$ cat src/rtl/i2s_transmitter.sv
// Philips-format I2S serializer for the tone engine's stereo PCM output.
// A single-entry sample buffer absorbs the valid/ready handshake; empty frames go out as silence.
module i2s_transmitter #(
    parameter int SAMPLE_WIDTH = 16,
    parameter int BCLK_DIV     = 4
) (
    input  logic                    clk_in,
    input  logic                    reset_n_in,
    input  logic [SAMPLE_WIDTH-1:0] sample_l_in,
    input  logic [SAMPLE_WIDTH-1:0] sample_r_in,
    input  logic                    sample_valid_in,
    output logic                    sample_ready_out,
    output logic                    i2s_bclk_out,
    output logic                    i2s_ws_out,
    output logic                    i2s_d_out,
    output logic                    underrun_out
);

    localparam int FRAME_BITS = 2 * SAMPLE_WIDTH;
    localparam int CNT_W      = (FRAME_BITS > 1) ? $clog2(FRAME_BITS) : 1;
    localparam int DIV_W      = (BCLK_DIV > 1) ? $clog2(BCLK_DIV) : 1;

    localparam logic [DIV_W-1:0] DIV_LAST = DIV_W'(BCLK_DIV - 1);
    localparam logic [CNT_W-1:0] CNT_LAST = CNT_W'(FRAME_BITS - 1);
    localparam logic [CNT_W-1:0] WS_FIRST = CNT_W'(SAMPLE_WIDTH - 1);
    localparam logic [CNT_W-1:0] WS_LAST  = CNT_W'(FRAME_BITS - 2);

    // WS runs one slot ahead of the data so it leads each channel's MSB by one BCLK.
    function automatic logic ws_for_slot(input logic [CNT_W-1:0] slot);
        if ((slot >= WS_FIRST) && (slot <= WS_LAST)) begin
            return 1'b1;
        end else begin
            return 1'b0;
        end
    endfunction

    logic [DIV_W-1:0]        div_cnt_r;
    logic                    bclk_r;
    logic [CNT_W-1:0]        bit_cnt_r;
    logic [FRAME_BITS-1:0]   shift_r;
    logic [SAMPLE_WIDTH-1:0] buf_l_r;
    logic [SAMPLE_WIDTH-1:0] buf_r_r;
    logic                    buf_full_r;
    logic                    ws_r;
    logic                    sd_r;
    logic                    underrun_r;

    logic                    wrap_s;
    logic                    fall_s;
    logic                    load_s;
    logic                    accept_s;
    logic [DIV_W-1:0]        div_next_s;
    logic [CNT_W-1:0]        k_s;
    logic [FRAME_BITS-1:0]   shift_next_s;

    // Divider wrap, falling-event and frame-load decode, plus next shift-register contents.
    always_comb begin
        wrap_s   = (div_cnt_r == DIV_LAST);
        fall_s   = wrap_s && bclk_r;
        accept_s = sample_valid_in && !buf_full_r;

        if (wrap_s) begin
            div_next_s = '0;
        end else begin
            div_next_s = div_cnt_r + DIV_W'(1);
        end

        if (bit_cnt_r == CNT_LAST) begin
            k_s = '0;
        end else begin
            k_s = bit_cnt_r + CNT_W'(1);
        end

        load_s = fall_s && (k_s == '0);

        // A load with an empty buffer sends silence; a pair accepted this cycle waits a frame.
        if (load_s) begin
            if (buf_full_r) begin
                shift_next_s = {buf_l_r, buf_r_r};
            end else begin
                shift_next_s = '0;
            end
        end else if (fall_s) begin
            shift_next_s = {shift_r[FRAME_BITS-2:0], 1'b0};
        end else begin
            shift_next_s = shift_r;
        end
    end

    // Bit-clock divider and frame slot counter.
    always_ff @(posedge clk_in or negedge reset_n_in) begin
        if (!reset_n_in) begin
            div_cnt_r <= '0;
            bclk_r    <= 1'b0;
            bit_cnt_r <= CNT_LAST;
        end else begin
            div_cnt_r <= div_next_s;
            if (wrap_s) begin
                bclk_r <= !bclk_r;
            end else begin
                bclk_r <= bclk_r;
            end
            if (fall_s) begin
                bit_cnt_r <= k_s;
            end else begin
                bit_cnt_r <= bit_cnt_r;
            end
        end
    end

    // Serial data path: shift register, registered SD/WS and the underrun pulse.
    always_ff @(posedge clk_in or negedge reset_n_in) begin
        if (!reset_n_in) begin
            shift_r    <= '0;
            sd_r       <= 1'b0;
            ws_r       <= 1'b0;
            underrun_r <= 1'b0;
        end else begin
            shift_r    <= shift_next_s;
            sd_r       <= shift_next_s[FRAME_BITS-1];
            underrun_r <= load_s && !buf_full_r;
            if (fall_s) begin
                ws_r <= ws_for_slot(k_s);
            end else begin
                ws_r <= ws_r;
            end
        end
    end

    // Single-entry sample buffer; accept and drain can never coincide since accept needs it empty.
    always_ff @(posedge clk_in or negedge reset_n_in) begin
        if (!reset_n_in) begin
            buf_l_r    <= '0;
            buf_r_r    <= '0;
            buf_full_r <= 1'b0;
        end else begin
            if (accept_s) begin
                buf_l_r    <= sample_l_in;
                buf_r_r    <= sample_r_in;
                buf_full_r <= 1'b1;
            end else if (load_s) begin
                buf_l_r    <= buf_l_r;
                buf_r_r    <= buf_r_r;
                buf_full_r <= 1'b0;
            end else begin
                buf_l_r    <= buf_l_r;
                buf_r_r    <= buf_r_r;
                buf_full_r <= buf_full_r;
            end
        end
    end

    assign sample_ready_out = !buf_full_r;
    assign i2s_bclk_out     = bclk_r;
    assign i2s_ws_out       = ws_r;
    assign i2s_d_out        = sd_r;
    assign underrun_out     = underrun_r;

endmodule

$ cat config.mk
export PLATFORM = sky130hd
export DESIGN_NAME = i2s_transmitter
export DESIGN_NICKNAME = d
export VERILOG_FILES = /design/src/rtl/i2s_transmitter.sv
export SDC_FILE = /design/constraint.sdc
export NUM_CORES = 1
export LEC_CHECK = 0
export ABC_AREA = 1
export CORE_ASPECT_RATIO = 1.5
export CORE_UTILIZATION = 30
export DETAILED_ROUTE_END_ITERATION = 7
export PLACE_DENSITY = 0.58
export SYNTH_ARGS = -nofsm -noshare
export SYNTH_HDL_FRONTEND = slang
export SYNTH_SLANG_ARGS = --single-unit
$ cat constraint.sdc
create_clock -name clk_in -period 2.4 [get_ports clk_in]
set_clock_uncertainty 0.05 [all_clocks]
set_input_delay 0.36 -clock clk_in [delete_from_list [all_inputs] [get_ports clk_in]]
set_output_delay 0.36 -clock clk_in [all_outputs]
set_load 0.05 [all_outputs]
==> flow_summary.json, run 1 <==
{
  "outcome": "completed",
  "cts_num_sinks": 75,
  "die-area_um2": 12200,
  "worstSkewPairLatency_ns": 0.33,
  "drive_gt1_share_pct": 16.5,
  "grt_use_total_pct": 13.3,
  "leakagePower_nw": 2.28,
  "rr_endpoint": "shift_r[14]$_DFFE_PN0P_",
  "startpoint": "bit_cnt_r[1]$_DFFE_PN1P_",
  "grt_overflow_total": 0,
  "netlist_area_um2": 3540,
  "p_per_area_nw_per_um2": 596,
  "regToRegSetupSlack_ns": 0.13,
  "root_buffer": "clkbuf_16",
  "cts_tree": "yes",
  "drc": 0,
  "arrival_ns": 2.44,
  "path_clk_slew_ns": 0.05,
  "slowest_delay_ns": 0.56,
  "power_mw": 2.66,
  "setup_violations": 0,
  "hold_violations": 0,
  "synthTopCellsByArea": "dfrtp_1, nand2_1, mux2_2, nand3_1, inv_1",
  "cts_max_level": 3,
  "synth.distinct_cells": 26,
  "start_util_pct": 30.9,
  "dr.pass1.iters": 4,
  "seq_area_frac_synth_pct": 53.2,
  "worstHoldPathType": "flop to flop",
  "nets": 481,
  "hpwl_um": 4810,
  "crit_path_max_fanout": 10,
  "worst_pin_slew_ns": 0.582,
  "ios": 40,
  "netlist.area_leader.share_pct": 49.5,
  "core_um2": 11500,
  "vias_per_cell": 4.50,
  "routed_wl_um": 7400,
  "dr_total_vias": 2693,
  "first_global_vias": 2841,
  "die_y_um": 135,
  "crit_type": "flop to flop",
  "cp-start-kind": "flop",
  "end_kind": "flop",
  "wire_per_inst_um": 12.4,
  "area_delta_synth_final_pct": 26.1,
  "antenna_found_initial": 0,
  "postSynthCellCount": 400,
  "path_cells": "ha_1 -> nand2_1 -> nor2_1 -> ha_2 -> nor2_2 -> nand2_2 -> nor2_4 -> buf_12 -> buf_6 -> nand3_1 -> nand3_1 -> nand2_1",
  "layoutNonFillerInstCount": 598,
  "layout_min_cycle_time_ns": 2.27,
  "antenna_cells": 0,
  "slowest_stage": "dfstp_2",
  "drtAntennaViolNets": 0,
  "grt_max_degree": 44,
  "fmax_mhz": 440,
  "grt_pass1_wl_um": 12900,
  "critPathCapture": "shift_r[14]$_DFFE_PN0P_",
  "drtIter0Drc": 166,
  "clockBufferDepth": 2,
  "portBuffers": 39,
  "fin_crit_sh_pct": 94.6,
  "n_fill_cell": 1121,
  "gp_congestion": 0.760,
  "maxSlewHeadroom_pct": 61.2,
  "ir_worst_vdd_v": 0.000312,
  "required_ns": 2.57,
  "maxCapViolCount": 0,
  "die_w_um": 90.7,
  "cts-buffers-inserted": 9,
  "synth_seq_cells": 75,
  "crit-reg2reg-launch": "bit_cnt_r[1]$_DFFE_PN1P_",
  "drv_slew": 0,
  "num_rows": 48,
  "reg2reg_depth": 12,
  "dp_cells": 575,
  "yosys_warnings": 0,
  "synth_nets": 438,
  "synth_top_area_cell": "dfrtp_1",
  "avgSynthCellArea_um2": 8.85
}
-- area by class of cell --
| type | count | area [um2] | area share (%) |
|---|---|---|---|
| Multi-Input combinational cell | 263 | 1390 | 31.2 |
| Clock buffer | 14 | 254 | 5.69 |
| Clock inverter | 2 | 35.0 | 0.785 |
| Timing Repair Buffer | 55 | 562 | 12.6 |
| Tap cell | 150 | 188 | 4.21 |
| Sequential cell | 75 | 1880 | 42.2 |
| Inverter | 39 | 146 | 3.28 |
-- power breakdown --
group / leakage, nW / total [mW] / switching [mW] / internal (mW)
Sequential: 1.02 / 1.27 / 0 / 1.27
Clock: 0.141 / 1.31 / 0.475 / 0.833
Combinational: 1.12 / 0.0842 / 0.0321 / 0.0521
Total: 2.28 / 2.66 / 0.507 / 2.15
-- stage by stage --
| stage | util (%) | instance area [um2] | TNS, ns | setup WS [ns] | hold slack, ns |
|---|---|---|---|---|---|
| 2_1_floorplan | - | 3540 | 0 | 0.401 | 0.0144 |
| 3_3_place_gp | 35.6 | 4090 | 0 | 0.146 | 0.353 |
| 3_5_place_dp | 35.6 | 4090 | 0 | 0.0574 | 0.350 |
| 4_1_cts | 38.2 | 4390 | 0 | 0.0260 | 0.387 |
| 5_1_grt | 38.9 | 4460 | -0.0219 | -0.0219 | 0.401 |
| 6_report | 38.9 | 4460 | 0 | 0.130 | 0.384 |
-- worst min path at each step --
| stage | cells past startpoint | to | slack [ns] | startpoint |
|---|---|---|---|---|
| finish | 1 | div_cnt_r[0]$_DFF_PN0_ | 0.38 | div_cnt_r[0]$_DFF_PN0_ |
| global route | 1 | div_cnt_r[0]$_DFF_PN0_ | 0.40 | div_cnt_r[0]$_DFF_PN0_ |
| CTS | 1 | div_cnt_r[0]$_DFF_PN0_ | 0.39 | div_cnt_r[0]$_DFF_PN0_ |
| detailed placement | 1 | buf_r_r[10]$_DFFE_PN0P_ | 0.35 | reset_n_in |
| global placement | 1 | shift_r[9]$_DFFE_PN0P_ | 0.35 | reset_n_in |
| floorplan | 0 | buf_full_r$_DFFE_PN0P_ | 0.01 | reset_n_in |
-- cells in the mapped netlist --
cell / n
nor2_1: 11
clkinv_1: 1
clkbuf_1: 7
o31ai_1: 1
dfrtp_1: 70
inv_1: 37
mux2_2: 32
nand2_1: 138
nor2_2: 1
ha_1: 3
inv_2: 1
nand4_1: 1
nor3_1: 1
o22ai_1: 1
buf_4: 3
nand3_1: 66
buf_6: 3
o21bai_1: 1
nand3_2: 1
nand2_4: 1
dfstp_2: 5
buf_2: 8
o21ai_0: 3
nand2_2: 1
nor2_4: 1
buf_1: 2
-- sequential cells by signal, summed over array words and instances, names as in the netlist --
register	count
i2s_ws_out	1
shift_r	32
underrun_out	1
bit_cnt_r	5
buf_r_r	16
buf_full_r	1
i2s_bclk_out	1
div_cnt_r	2
buf_l_r	16
-- repair_timing --
item,in CTS,in global routing
hold endpoints to repair,20,0
setup buffers,0,6
setup endpoints to repair,0,34
resized for setup,0,4
hold buffers,1,0
-- worst max-delay path: cells and delay by family, from the launching register on --
family                   cells  cell delay, ns
buffers and inverters        2            0.28
adder cells (fa/ha/maj)      2            0.48
AND/OR/NAND/NOR              8            0.79
flip-flops                   1            0.56
-- metal layers --
layer / global-route usage, % / vias up / wire, um
li1: - / 1352 / -
met1: 14.6 / 1291 / 3210
met2: 24.4 / 39 / 3860
met3: 2.59 / 11 / 174
met4: 6.36 / 0 / 156
met5: 0 / - / 0
-- logic make-up (layout without fill, tap and decap cells) --
logic type / after synthesis / count (layout) / share of synthesized area, %
buffers and inverters: 62 / 110 / 7.81
adders and majority gates: 3 / 3 / 1.06
DFF: 75 / 75 / 53.2
muxes: 32 / 32 / 10.2
AOI/OAI and AO/OA: 6 / 6 / 1.03
and+or+nand+nor: 222 / 222 / 26.7
-- cells in the final DEF, fill, tap and decap left out, types with 2 or more instances in the layout --
cell / n
buf_12: 4
buf_4: 12
clkbuf_1: 4
clkbuf_16: 9
clkdlybuf4s50_1: 37
dfrtp_1: 70
dfstp_2: 5
ha_1: 2
inv_1: 37
mux2_2: 32
nand2_1: 137
nand2_2: 2
nand3_1: 66
nor2_1: 11
o21ai_0: 3
(Power assumes the default switching activity.)
==> run 2: changes to the inputs <==
- RECOVER_POWER: unset -> 25
==> run 2 against run 1 <==
Against the previous run: cell count is the same; die area is the same; flip-flop and latch count is the same; routed wire length is essentially flat; worst setup slack is essentially flat; critical path depth is the same; first-iteration DRC count is the same; sequential power is essentially flat; worst hold slack is the same; power is essentially flat; combinational power shrank 0.6%; clock power is essentially flat; critical path type unchanged; largest power group unchanged; highest routed layer unchanged.
==> flow_summary.json, run 2 (synthesis gave the netlist of run 1 again) <==
{
  "outcome": "completed",
  "p_per_area_nw_per_um2": 596,
  "die_y_um": 135,
  "nets": 481,
  "fmax_mhz": 440,
  "vias_per_cell": 4.51,
  "die_w_um": 90.7,
  "dr_total_vias": 2694,
  "layout_min_cycle_time_ns": 2.27,
  "gp_congestion": 0.760,
  "grt_overflow_total": 0,
  "first_global_vias": 2841,
  "slowest_delay_ns": 0.56,
  "startpoint": "bit_cnt_r[1]$_DFFE_PN1P_",
  "die-area_um2": 12200,
  "power_mw": 2.66,
  "hold_violations": 0,
  "path_clk_slew_ns": 0.05,
  "final_util_pct": 38.9,
  "multiInputGateArea_um2": 1390,
  "grt_pass1_wl_um": 12900,
  "maxSlewHeadroom_pct": 24.8,
  "slowest_stage": "dfstp_2",
  "layout_common_cells": "nand2_1, dfrtp_1, nand3_1",
  "antenna_cells": 0,
  "cp-start-kind": "flop",
  "core_um2": 11500,
  "drive_gt1_share_pct": 16.5,
  "cts_num_sinks": 75,
  "arrival_ns": 2.44,
  "cts-buffers-inserted": 9,
  "maxCapViolCount": 0,
  "ios": 40,
  "crit_type": "flop to flop",
  "critical-path-top-delay-family": "simple AND/OR/NAND/NOR gates",
  "hpwl_um": 4810,
  "worst_pin_slew_ns": 1.13,
  "crit-reg2reg-launch": "bit_cnt_r[1]$_DFFE_PN1P_",
  "ir_worst_vdd_v": 0.000312,
  "final_common_cell": "nand2_1",
  "cts_tree": "yes",
  "start_util_pct": 30.9,
  "p_sw_mw": 0.507,
  "leakagePower_nw": 2.28,
  "worstSkewPairLatency_ns": 0.33,
  "largestRegisters": "shift_r (32), buf_l_r (16), buf_r_r (16)",
  "top_register": "shift_r",
  "root_buffer": "clkbuf_16",
  "portBuffers": 39,
  "swShare_pct": 19.1,
  "dr.pass1.iters": 4,
  "worst-path-buf-inv": 2,
  "grt_use_total_pct": 13.3,
  "p_seq_share_pct": 47.6,
  "area_delta_synth_final_pct": 26.0,
  "end_kind": "flop",
  "setup_violations": 0,
  "crit_path_max_fanout": 10,
  "p_int_mw": 2.15,
  "clockBufferDepth": 2,
  "cts_max_level": 3,
  "largest_reg_flops": 32,
  "combPwrFrac_pct": 3.1,
  "drv_slew": 0,
  "worstHoldPathType": "flop to flop",
  "drtAntennaViolNets": 0,
  "num_rows": 48,
  "wire_per_inst_um": 12.4,
  "n_fill_cell": 1122,
  "grt_max_degree": 44,
  "routed_wl_um": 7400,
  "fin_crit_sh_pct": 94.6,
  "antenna_found_initial": 0,
  "required_ns": 2.57,
  "seq_area_um2": 1880,
  "path_cells": "ha_1 -> nand2_1 -> nor2_1 -> ha_2 -> nor2_2 -> nand2_2 -> nor2_4 -> buf_12 -> buf_6 -> nand3_1 -> nand3_1 -> nand2_1",
  "p_clk_share_pct": 49.2,
  "drc": 0,
  "worstHoldStart": "div_cnt_r[0]$_DFF_PN0_",
  "drtIter0Drc": 166
}
[run 2: changes by cell type in the layout (fill, tap and decap cells not counted), sizes merged]
cell,change
buf,-1
clkbuf,+1
[run 2: timing repair]
action / in CTS / in global routing
setup buffers: 0 / 6
resized for setup: 0 / 4
hold endpoints to repair: 20 / 0
endpoints found under the setup margin: 0 / 34
hold buffers: 1 / 0
[run 2: cell type report]
cell class	instances	area share, %
Inverter	39	3.28
Multi-Input combinational cell	263	31.3
Timing Repair Buffer	55	12.5
Tap cell	150	4.21
Sequential cell	75	42.2
Clock buffer	14	5.70
Clock inverter	2	0.786
[run 2: routing by layer]
| metal | GRT usage, % | share of wire, % | wire length [um] |
|---|---|---|---|
| met1 | 14.6 | 43 | 3200 |
| met2 | 24.4 | 52 | 3860 |
| met3 | 2.59 | 2.4 | 174 |
| met4 | 6.36 | 2.1 | 156 |
| met5 | 0 | 0 | 0 |
[run 2: worst register-to-register path: stages, from the launching register on]
cell and delay (ns):
dfstp_2 0.56, ha_1 0.17, nand2_1 0.08, nor2_1 0.13, ha_2 0.31, nor2_2 0.13, nand2_2 0.09, nor2_4 0.13
buf_12 0.14, buf_6 0.14, nand3_1 0.10, nand3_1 0.09, nand2_1 0.05
[run 2: path summary, 6_finish.rpt]
kind                       slack (ns)  cells after the start                       end
max                              0.13                     12   shift_r[14]$_DFFE_PN0P_
min                              0.38                      1    div_cnt_r[0]$_DFF_PN0_
max reg2reg                      0.13                     12   shift_r[14]$_DFFE_PN0P_
min reg2reg                      0.38                      1    div_cnt_r[0]$_DFF_PN0_
max in group asynchronous        0.76                      3  bit_cnt_r[2]$_DFFE_PN1P_
min in group asynchronous        0.72                      2   buf_r_r[10]$_DFFE_PN0P_
[run 2: power groups by stage]
stage | registers (mW) | logic (mW) | clock network (mW)
final | 1.27 | 0.0837 | 1.31
after global routing | 1.26 | 0.0941 | 1.39
after CTS | 1.27 | 0.0878 | 1.35
after detailed placement | 1.29 | 0.0860 | 0
after global placement | 1.29 | 0.0852 | 0
after floorplan | 1.29 | 0.000587 | 0
[run 2: per-stage QoR]
stage	std cells	instance area [um2]	hold WS (ns)	setup WS, ns	TNS, ns
2_1_floorplan	400	3540	0.0144	0.401	0
3_3_place_gp	575	4090	0.353	0.146	0
3_5_place_dp	575	4090	0.350	0.0574	0
4_1_cts	592	4390	0.387	0.0260	0
5_1_grt	598	4460	0.401	-0.0219	-0.0219
6_report	598	4460	0.384	0.130	0
